**src/rtl/redmule_tiler_seq.sv**
```systemverilog
// Sequential tiler: turns M/N/K job sizes into iteration counts, leftovers and
// store totals with a single shared restoring divider, then hands them over via
// a valid/ready handshake.
module redmule_tiler_seq #(
    parameter int unsigned ARRAY_HEIGHT = 8,
    parameter int unsigned PIPE_REGS    = 3,
    parameter int unsigned ARRAY_WIDTH  = ARRAY_HEIGHT * PIPE_REGS,
    parameter int unsigned TILE         = (PIPE_REGS + 1) * ARRAY_HEIGHT,
    parameter int unsigned SIZE_W       = 16
) (
    input  logic              clk_i,
    input  logic              rst_i,
    input  logic              clear_i,
    input  logic              start_i,
    input  logic [SIZE_W-1:0] m_size_i,
    input  logic [SIZE_W-1:0] n_size_i,
    input  logic [SIZE_W-1:0] k_size_i,
    output logic              busy_o,
    output logic              valid_o,
    input  logic              ready_i,
    output logic [SIZE_W-1:0] x_rows_iter_o,
    output logic [7:0]        x_rows_lftovr_o,
    output logic [SIZE_W-1:0] x_cols_iter_o,
    output logic [7:0]        x_cols_lftovr_o,
    output logic [SIZE_W-1:0] w_rows_iter_o,
    output logic [7:0]        w_rows_lftovr_o,
    output logic [SIZE_W-1:0] w_cols_iter_o,
    output logic [7:0]        w_cols_lftovr_o,
    output logic [15:0]       tot_stores_o,
    output logic              n_lt_height_o,
    output logic              k_lt_tile_o,
    output logic              ovf_o,
    output logic              err_o
);

    localparam int unsigned CNT_W = $clog2(SIZE_W);
    localparam int unsigned REM_W = 9;
    localparam int unsigned LFT_W = 8;

    // Every divisor must fit the 9-bit partial remainder and be non-zero.
    if (ARRAY_HEIGHT == 0 || ARRAY_HEIGHT > 256 || ARRAY_WIDTH == 0 || ARRAY_WIDTH > 256 ||
        TILE == 0 || TILE > 256) begin : g_param_check
        $error("redmule_tiler_seq: every divisor must be in 1..256");
    end

    typedef enum logic [2:0] {
        S_IDLE, S_DIV0, S_DIV1, S_DIV2, S_DIV3, S_MUL, S_DONE
    } state_e;

    state_e state_q, state_d;
    logic   busy_q, valid_q;

    logic [CNT_W-1:0]  cnt_q;
    logic [LFT_W-1:0]  rem_q;
    logic [SIZE_W-1:0] quo_q;
    logic [SIZE_W-1:0] n_q, k_q;

    logic [SIZE_W-1:0] x_rows_iter_q, x_cols_iter_q, w_rows_iter_q, w_cols_iter_q;
    logic [LFT_W-1:0]  x_rows_lft_q, x_cols_lft_q, w_rows_lft_q, w_cols_lft_q;
    logic [15:0]       tot_q;
    logic              n_lt_q, k_lt_q, ovf_q, err_q;

    // Control and datapath signals from the output process
    logic              accept_c, zero_c, div_c, last_c, mul_c;
    logic [REM_W-1:0]  divisor_c, trial_c, rem_nxt_c;
    logic              ge_c;
    logic [SIZE_W-1:0] quo_nxt_c, iter_c, next_dvd_c;
    logic [31:0]       prod_c;

    // State register; busy/valid are registered from the next state
    always_ff @(posedge clk_i) begin
        if (rst_i || clear_i) begin
            state_q <= S_IDLE;
            busy_q  <= 1'b0;
            valid_q <= 1'b0;
        end else begin
            state_q <= state_d;
            busy_q  <= (state_d != S_IDLE);
            valid_q <= (state_d == S_DONE);
        end
    end

    // Next-state logic
    always_comb begin
        state_d = state_q;
        case (state_q)
            S_IDLE: if (start_i) state_d = zero_c ? S_DONE : S_DIV0;
            S_DIV0: if (last_c) state_d = S_DIV1;
            S_DIV1: if (last_c) state_d = S_DIV2;
            S_DIV2: if (last_c) state_d = S_DIV3;
            S_DIV3: if (last_c) state_d = S_MUL;
            S_MUL:  state_d = S_DONE;
            S_DONE: if (ready_i) state_d = S_IDLE;
            default: state_d = S_IDLE;
        endcase
    end

    // Output/control logic: divisor selection, one divider step, product
    always_comb begin
        zero_c     = (m_size_i == '0) || (n_size_i == '0) || (k_size_i == '0);
        accept_c   = (state_q == S_IDLE) && start_i;
        div_c      = 1'b0;
        mul_c      = (state_q == S_MUL);
        last_c     = (cnt_q == CNT_W'(SIZE_W - 1));
        divisor_c  = REM_W'(1);
        next_dvd_c = '0;
        case (state_q)
            S_DIV0: begin div_c = 1'b1; divisor_c = REM_W'(ARRAY_WIDTH);  next_dvd_c = n_q; end
            S_DIV1: begin div_c = 1'b1; divisor_c = REM_W'(TILE);         next_dvd_c = n_q; end
            S_DIV2: begin div_c = 1'b1; divisor_c = REM_W'(ARRAY_HEIGHT); next_dvd_c = k_q; end
            S_DIV3: begin div_c = 1'b1; divisor_c = REM_W'(TILE);         next_dvd_c = '0;  end
            default: ;
        endcase
        trial_c   = {rem_q, quo_q[SIZE_W-1]};
        ge_c      = (trial_c >= divisor_c);
        rem_nxt_c = ge_c ? (trial_c - divisor_c) : trial_c;
        quo_nxt_c = {quo_q[SIZE_W-2:0], ge_c};
        iter_c    = quo_nxt_c + SIZE_W'(rem_nxt_c != '0);
        prod_c    = 32'(x_rows_iter_q) * 32'(w_cols_iter_q);
    end

    // Divider, result and flag registers
    always_ff @(posedge clk_i) begin
        if (rst_i || clear_i) begin
            cnt_q <= '0; rem_q <= '0; quo_q <= '0; n_q <= '0; k_q <= '0;
            x_rows_iter_q <= '0; x_cols_iter_q <= '0; w_rows_iter_q <= '0; w_cols_iter_q <= '0;
            x_rows_lft_q  <= '0; x_cols_lft_q  <= '0; w_rows_lft_q  <= '0; w_cols_lft_q  <= '0;
            tot_q <= '0; n_lt_q <= 1'b0; k_lt_q <= 1'b0; ovf_q <= 1'b0; err_q <= 1'b0;
        end else if (accept_c) begin
            cnt_q <= '0; rem_q <= '0; quo_q <= m_size_i; n_q <= n_size_i; k_q <= k_size_i;
            x_rows_iter_q <= '0; x_cols_iter_q <= '0; w_rows_iter_q <= '0; w_cols_iter_q <= '0;
            x_rows_lft_q  <= '0; x_cols_lft_q  <= '0; w_rows_lft_q  <= '0; w_cols_lft_q  <= '0;
            tot_q <= '0; n_lt_q <= 1'b0; k_lt_q <= 1'b0; ovf_q <= 1'b0; err_q <= zero_c;
        end else if (div_c) begin
            cnt_q <= cnt_q + CNT_W'(1);
            if (last_c) begin
                rem_q <= '0;
                quo_q <= next_dvd_c;
                case (state_q)
                    S_DIV0: begin x_rows_iter_q <= iter_c; x_rows_lft_q <= rem_nxt_c[LFT_W-1:0]; end
                    S_DIV1: begin x_cols_iter_q <= iter_c; x_cols_lft_q <= rem_nxt_c[LFT_W-1:0]; end
                    S_DIV2: begin w_rows_iter_q <= iter_c; w_rows_lft_q <= rem_nxt_c[LFT_W-1:0]; end
                    S_DIV3: begin w_cols_iter_q <= iter_c; w_cols_lft_q <= rem_nxt_c[LFT_W-1:0]; end
                    default: ;
                endcase
            end else begin
                rem_q <= rem_nxt_c[LFT_W-1:0];
                quo_q <= quo_nxt_c;
            end
        end else if (mul_c) begin
            ovf_q  <= (prod_c[31:16] != '0);
            tot_q  <= (prod_c[31:16] != '0) ? 16'hFFFF : prod_c[15:0];
            n_lt_q <= (n_q < SIZE_W'(ARRAY_HEIGHT));
            k_lt_q <= (k_q < SIZE_W'(TILE));
        end
    end

    assign busy_o          = busy_q;
    assign valid_o         = valid_q;
    assign x_rows_iter_o   = x_rows_iter_q;
    assign x_rows_lftovr_o = x_rows_lft_q;
    assign x_cols_iter_o   = x_cols_iter_q;
    assign x_cols_lftovr_o = x_cols_lft_q;
    assign w_rows_iter_o   = w_rows_iter_q;
    assign w_rows_lftovr_o = w_rows_lft_q;
    assign w_cols_iter_o   = w_cols_iter_q;
    assign w_cols_lftovr_o = w_cols_lft_q;
    assign tot_stores_o    = tot_q;
    assign n_lt_height_o   = n_lt_q;
    assign k_lt_tile_o     = k_lt_q;
    assign ovf_o           = ovf_q;
    assign err_o           = err_q;

endmodule

```
**config.mk**
```make
export PLATFORM = sky130hd
export DESIGN_NAME = redmule_tiler_seq
export DESIGN_NICKNAME = d
export VERILOG_FILES = /design/src/rtl/redmule_tiler_seq.sv
export SDC_FILE = /design/constraint.sdc
export NUM_CORES = 1
export LEC_CHECK = 0
export CAP_MARGIN = 25
export CORE_MARGIN = 2
export CORE_UTILIZATION = 65
export DETAILED_ROUTE_END_ITERATION = 7
export DONT_BUFFER_PORTS = 1
export HOLD_SLACK_MARGIN = 0.03
export PLACE_DENSITY = 0.81
export SYNTH_ARGS = -nofsm -noshare
export SYNTH_HDL_FRONTEND = slang
export SYNTH_SLANG_ARGS = --single-unit
```
**constraint.sdc**
```tcl
create_clock -name clk_i -period 8.8 [get_ports clk_i]
set_input_delay 1.32 -clock clk_i [delete_from_list [all_inputs] [get_ports clk_i]]
set_output_delay 1.32 -clock clk_i [all_outputs]
set_load 0.02 [all_outputs]
```
After elaboration in Yosys (flattened, before gate mapping)
Index checks and enable logic that the tools add are counted.
Operators by class
  add/sub/neg operators: 3
  eq/ne operators: 8
  multiplexer cells: 17
  reductions and logical operators: 21
  multipliers: 1
  magnitude comparators: 3
  bitwise operators: 1
Operators by type and width (count)
  $mux 16: 4
  $logic_not 16->1: 3
  $mul 16x16->32: 1
  $pmux 16 s2: 1
  $mux 3: 7
  $pmux 3 s7: 1
  $pmux 6 s3: 1
  $add 16x1->16: 1
  $lt 16x4->1 const B: 1
  $lt 16x6->1 const B: 1
  $reduce_bool 16->1: 1
  $eq 3x3->1 const B: 4
  $reduce_and 3->1: 4
  $ge 9x9->1: 1
  $mux 9: 1
  $reduce_bool 9->1: 1
  $sub 9x9->9: 1
  $mux 8: 1
  $eq 3x2->1 const B: 2
  $reduce_or 2->1: 3
  $add 4x1->4 const B: 1
  $eq 4x4->1 const B: 1
  $reduce_or 4->1: 1
  $eq 3x1->1 const B: 1
  other kinds (8): 10
Storage, ports and cells
  logic and storage cells: 75
  bits in registers: 181
  output and inout bits: 118
  bits of input ports: 53

Longest topological paths before layout
  word-level depth: 7
  depth in mapped cells: 26
  gate-level depth less buffers: 22

Worst setup path before layout
Ideal clock, no wire load.
  path type: register to register
  from: register x_rows_iter_q[7] (netlist: x_rows_iter_o[7])
  to: register tot_q[10] (netlist: tot_stores_o[10])
  clock period less this slack: 6.297 ns
  stages on the path, launching flop included: 24
  slack: 2.503 ns
  library setup time: 0.122 ns
  arrival: 6.175 ns
  data required time: 8.678 ns
  path buffers: 4
  cell sequence: dfxtp_1 -> clkbuf_1 -> clkbuf_1 -> nand2_1 -> fa_1 -> inv_1 -> fa_1 -> fa_1 -> fa_1 -> fa_1 -> inv_1 -> fa_1 -> inv_1 -> ha_1 -> buf_2 -> a21oi_1 -> o21bai_1 -> o21bai_1 -> or2_1 -> o311ai_1 -> nand2_1 -> buf_2 -> nor4_2 -> a21oi_2
Between the ends
  word-level cells in the longest chain between the ends: 3
RTL lines
  from (decl): line 58  | logic [SIZE_W-1:0] x_rows_iter_q, x_cols_iter_q, w_rows_iter_q, w_cols_iter_q;
  from (signal assigned): line 140  | S_DIV0: begin x_rows_iter_q <= iter_c; x_rows_lft_q <= rem_nxt_c[LFT_W-1:0]; end
  $mul 16x16->32 *: line 119  | prod_c = 32'(x_rows_iter_q) * 32'(w_cols_iter_q);
  $reduce_bool 16->1: line 152  | tot_q <= (prod_c[31:16] != '0) ? 16'hFFFF : prod_c[15:0];
  $mux 16 *: line 152
  to (signal assigned): line 152
  to (decl): line 60  | logic [15:0] tot_q;
Every way passes the cells marked *; elsewhere a longest branch is shown, timed or not.
A chain may end at the register's enable or synchronous reset.

Final worst setup path
  from: register x_rows_iter_q[4] (netlist: x_rows_iter_o[4])
  to: register ovf_q (netlist: ovf_o)
Between the ends
  word-level cells in the longest chain between the ends: 2
RTL lines
  $mul 16x16->32: line 119
  $reduce_bool 16->1: line 151  | ovf_q <= (prod_c[31:16] != '0);
  to (signal assigned): line 151
  to (decl): line 61  | logic n_lt_q, k_lt_q, ovf_q, err_q;
No other way between the ends.

==> results.ini <==
[routing]
drt_iter0_drc = 832
drc = 0
vias = 13300
vias_per_cell = 6.18
antenna_left = 0
firstDrtPassIters = 5
wl_per_cell_um = 19.9
routed_wl_um = 42700

[floorplanning]
ios = 171
die_h_um = 162
std_cell_rows = 57
die-area_sq_um = 26200
core_area_sq_um = 24400
die_w_um = 162
initial_core_util = 0.663

[synth]
yosysTopAreaCell = fa_1
ys_top_cells_by_count = nand2_1, inv_1, fa_1, dfxtp_1, nor2_1
syn_inst = 1889
synth_ff_type = dfxtp_1
synth.area.top_cells = fa_1, dfxtp_1, ha_1
synth_edf_count = 0
syn_avg_cell_area_sq_um = 8.56
syn_area_sq_um = 16200
seq_area_frac_synth = 0.224
syn-num-nets = 2248
ys_types = 72
synth_top_area_frac = 0.240
yosysMostFrequentCell = nand2_1
synth-async-reset-ratio = 0
yosysWarnings = 0
synth_seq_cells = 181

[status]
run_status = completed

[finish]
fillers = 1899
diodes = 0
drive_gt1_frac = 0.0427
layout.area.seq_sq_um = 3620
nNetsFinal = 2172
syn_to_final_growth_pct = 4.50
stdcell_count = 2150
multi_input_area_sq_um = 11300

[job]
maxCapViolCount = 0

[timing]
rsz0062_at_grt = no
fmax_mhz = 136
final.period_utilization = 0.833
tightestPinTransition_ns = 1.13
fin_crit_ns = 7.33
setup_tns_ns = 0
slew_violations = 0
worst_slack_ns = 1.47
finalHoldViolations = 0
skew_ns = 0.0189
relSlewSlack = 0.244
finalSetupViolCount = 0

[pwr]
ir_drop_mv = 0.145
switching_share = 0.257
p_leak_uw = 0.00680
total_power_uw = 1690
p_int_uw = 1260
combPwrFrac = 0.067
p_clk_frac = 0.438
power.density_nw_per_um2 = 100
switchingPower_uw = 436
seqPwrFrac = 0.494

[placed_design]
gp_congestion = 0.950
portBuffers = 0
dp_slack_ns = 1.47
dp_cells = 2114
dp.final_hpwl_um = 32500

[clock_network]
cts_buffers = 17
clk_pin_slew_worst_paths_ns = 0.08
clock-sinks = 181
cts_resized = 0
cts_setup_buffers = 0
clock_path_buffers = 2
hold_buffers = 0
cts_root_buf = clkbuf_16
insertion_delay_ns = 0.45
htree_levels = 4
cts_tree = done

[worst_setup_path]
crit_required_ns = 9.08
r2r_cells = 17
endpoint_kind = register
r2r-end = ovf_o
r2r-start = x_rows_iter_o[4]
startpoint_type = register
crit_type = reg -> reg
arrival_ns = 7.62
cp_max_fo = 18
r2r_slack_ns = 1.47

[global_routing]
grt_pass1_vias = 14000
grt_overflow_total = 0
grt_pass1_wl_um = 70200
grt_max_degree = 74
antenna_found_initial = 0
grt_usage = 0.337

[hold_path]
min_from = n_q[2]
holdPathEnd = n_q[2]
holdPathStages = 2
holdCritPathClass = reg -> reg

[layout by cell type, fill, tap and decap left out, types with 7 or more instances in the layout]
master	synthesis	final
nor3_1	30	29
inv_1	217	217
ha_1	112	112
dfxtp_1	181	181
buf_4	1	13
nand4_1	15	15
mux2i_1	14	14
a21oi_2	10	10
clkbuf_16	0	17
nand2_1	275	274
a22oi_1	7	7
a211oi_1	81	81
nand2b_1	11	11
and2_1	119	119
xor2_1	19	19
nand3_1	21	21
o21a_1	8	8
a21o_1	9	9
a21oi_1	96	96
nor2_1	157	155
nor4_1	30	30
o21ai_0	34	34
fa_1	194	194
a221oi_1	32	32
xnor2_1	25	25
[power by group through the flow]
stage	Sequential, uW	Combinational, uW	Clock (uW)
after global routing	838	125	773
after floorplan	852	84.1	0
after detailed placement	855	110	0
after global placement	855	107	0
final	837	114	742
after CTS	837	111	742
[per-stage QoR]
step	utilization	area [sq um]	hold slack, ns
6_report	0.693	16900	0.454
3_3_place_gp	0.666	16200	0.442
5_1_grt	0.693	16900	0.486
3_5_place_dp	0.667	16300	0.447
2_1_floorplan	-	16200	0.436
4_1_cts	0.690	16800	0.456
[final cells by class]
class | instances | area share
Multi-Input combinational cell | 1379 | 0.669
Clock inverter | 12 | 0.00696
Timing Repair Buffer | 17 | 0.0116
Sequential cell | 181 | 0.214
Inverter | 217 | 0.0482
Clock buffer | 20 | 0.0258
Tap cell | 324 | 0.0240
[registers in the layout, summed over array words and instances, names as in the netlist, 3 cells and up]
| signal | cells |
|---|---|
| x_cols_iter_o | 16 |
| w_rows_iter_o | 16 |
| tot_stores_o | 16 |
| w_cols_lftovr_o | 8 |
| w_rows_lftovr_o | 8 |
| n_q | 16 |
| rem_q | 8 |
| quo_q | 16 |
| state_q | 3 |
| k_q | 16 |
| w_cols_iter_o | 16 |
| x_rows_lftovr_o | 8 |
| x_cols_lftovr_o | 8 |
| cnt_q | 4 |
| x_rows_iter_o | 16 |
[routing by layer]
layer	global-route usage	vias to the layer above	wire length [um]
met5	0	-	0
met4	0.172	0	2100
met3	0.0723	156	3260
met2	0.587	568	21700
met1	0.395	6494	15600
li1	-	6077	-
[logic make-up (layout without fill, tap and decap cells)]
group           count (synthesis)  after routing  synth area share
fa+ha+maj                     306            306             0.327
buf+inv                       329            266            0.0790
simple gates                  691            691             0.201
flops                         181            181             0.224
xor+xnor                       45             45            0.0248
mux                            15             15           0.00936
compound gates                322            322             0.135
[critical path, stage by stage (launching register included)]
cell and delay [ns]:
dfxtp_1 1.05, nand2_1 0.21, fa_1 0.55, fa_1 0.52, fa_1 0.53, fa_1 0.54
fa_1 0.59, inv_1 0.07, fa_1 0.47, ha_1 0.42, a21oi_1 0.24, a21boi_0 0.25
o221ai_1 0.14, a21oi_1 0.28, nand2_1 0.09, a311oi_1 0.29, o2111a_1 0.78, a21oi_1 0.15
[worst max-delay path by stage]
| stage | start | endpoint | slack, ns | depth (start not counted) |
|---|---|---|---|---|
| 2_1_floorplan | x_rows_iter_o[7] | tot_stores_o[10] | 2.50 | 23 |
| 3_3_place_gp | x_rows_iter_o[4] | tot_stores_o[2] | 1.68 | 17 |
| 3_5_place_dp | x_rows_iter_o[4] | ovf_o | 1.47 | 17 |
| 4_1_cts | x_rows_iter_o[4] | ovf_o | 1.43 | 17 |
| 5_1_grt | w_cols_iter_o[1] | tot_stores_o[0] | 1.06 | 19 |
| 6_report | x_rows_iter_o[4] | ovf_o | 1.47 | 17 |
No activity file was read; power rests on OpenSTA's default activity.
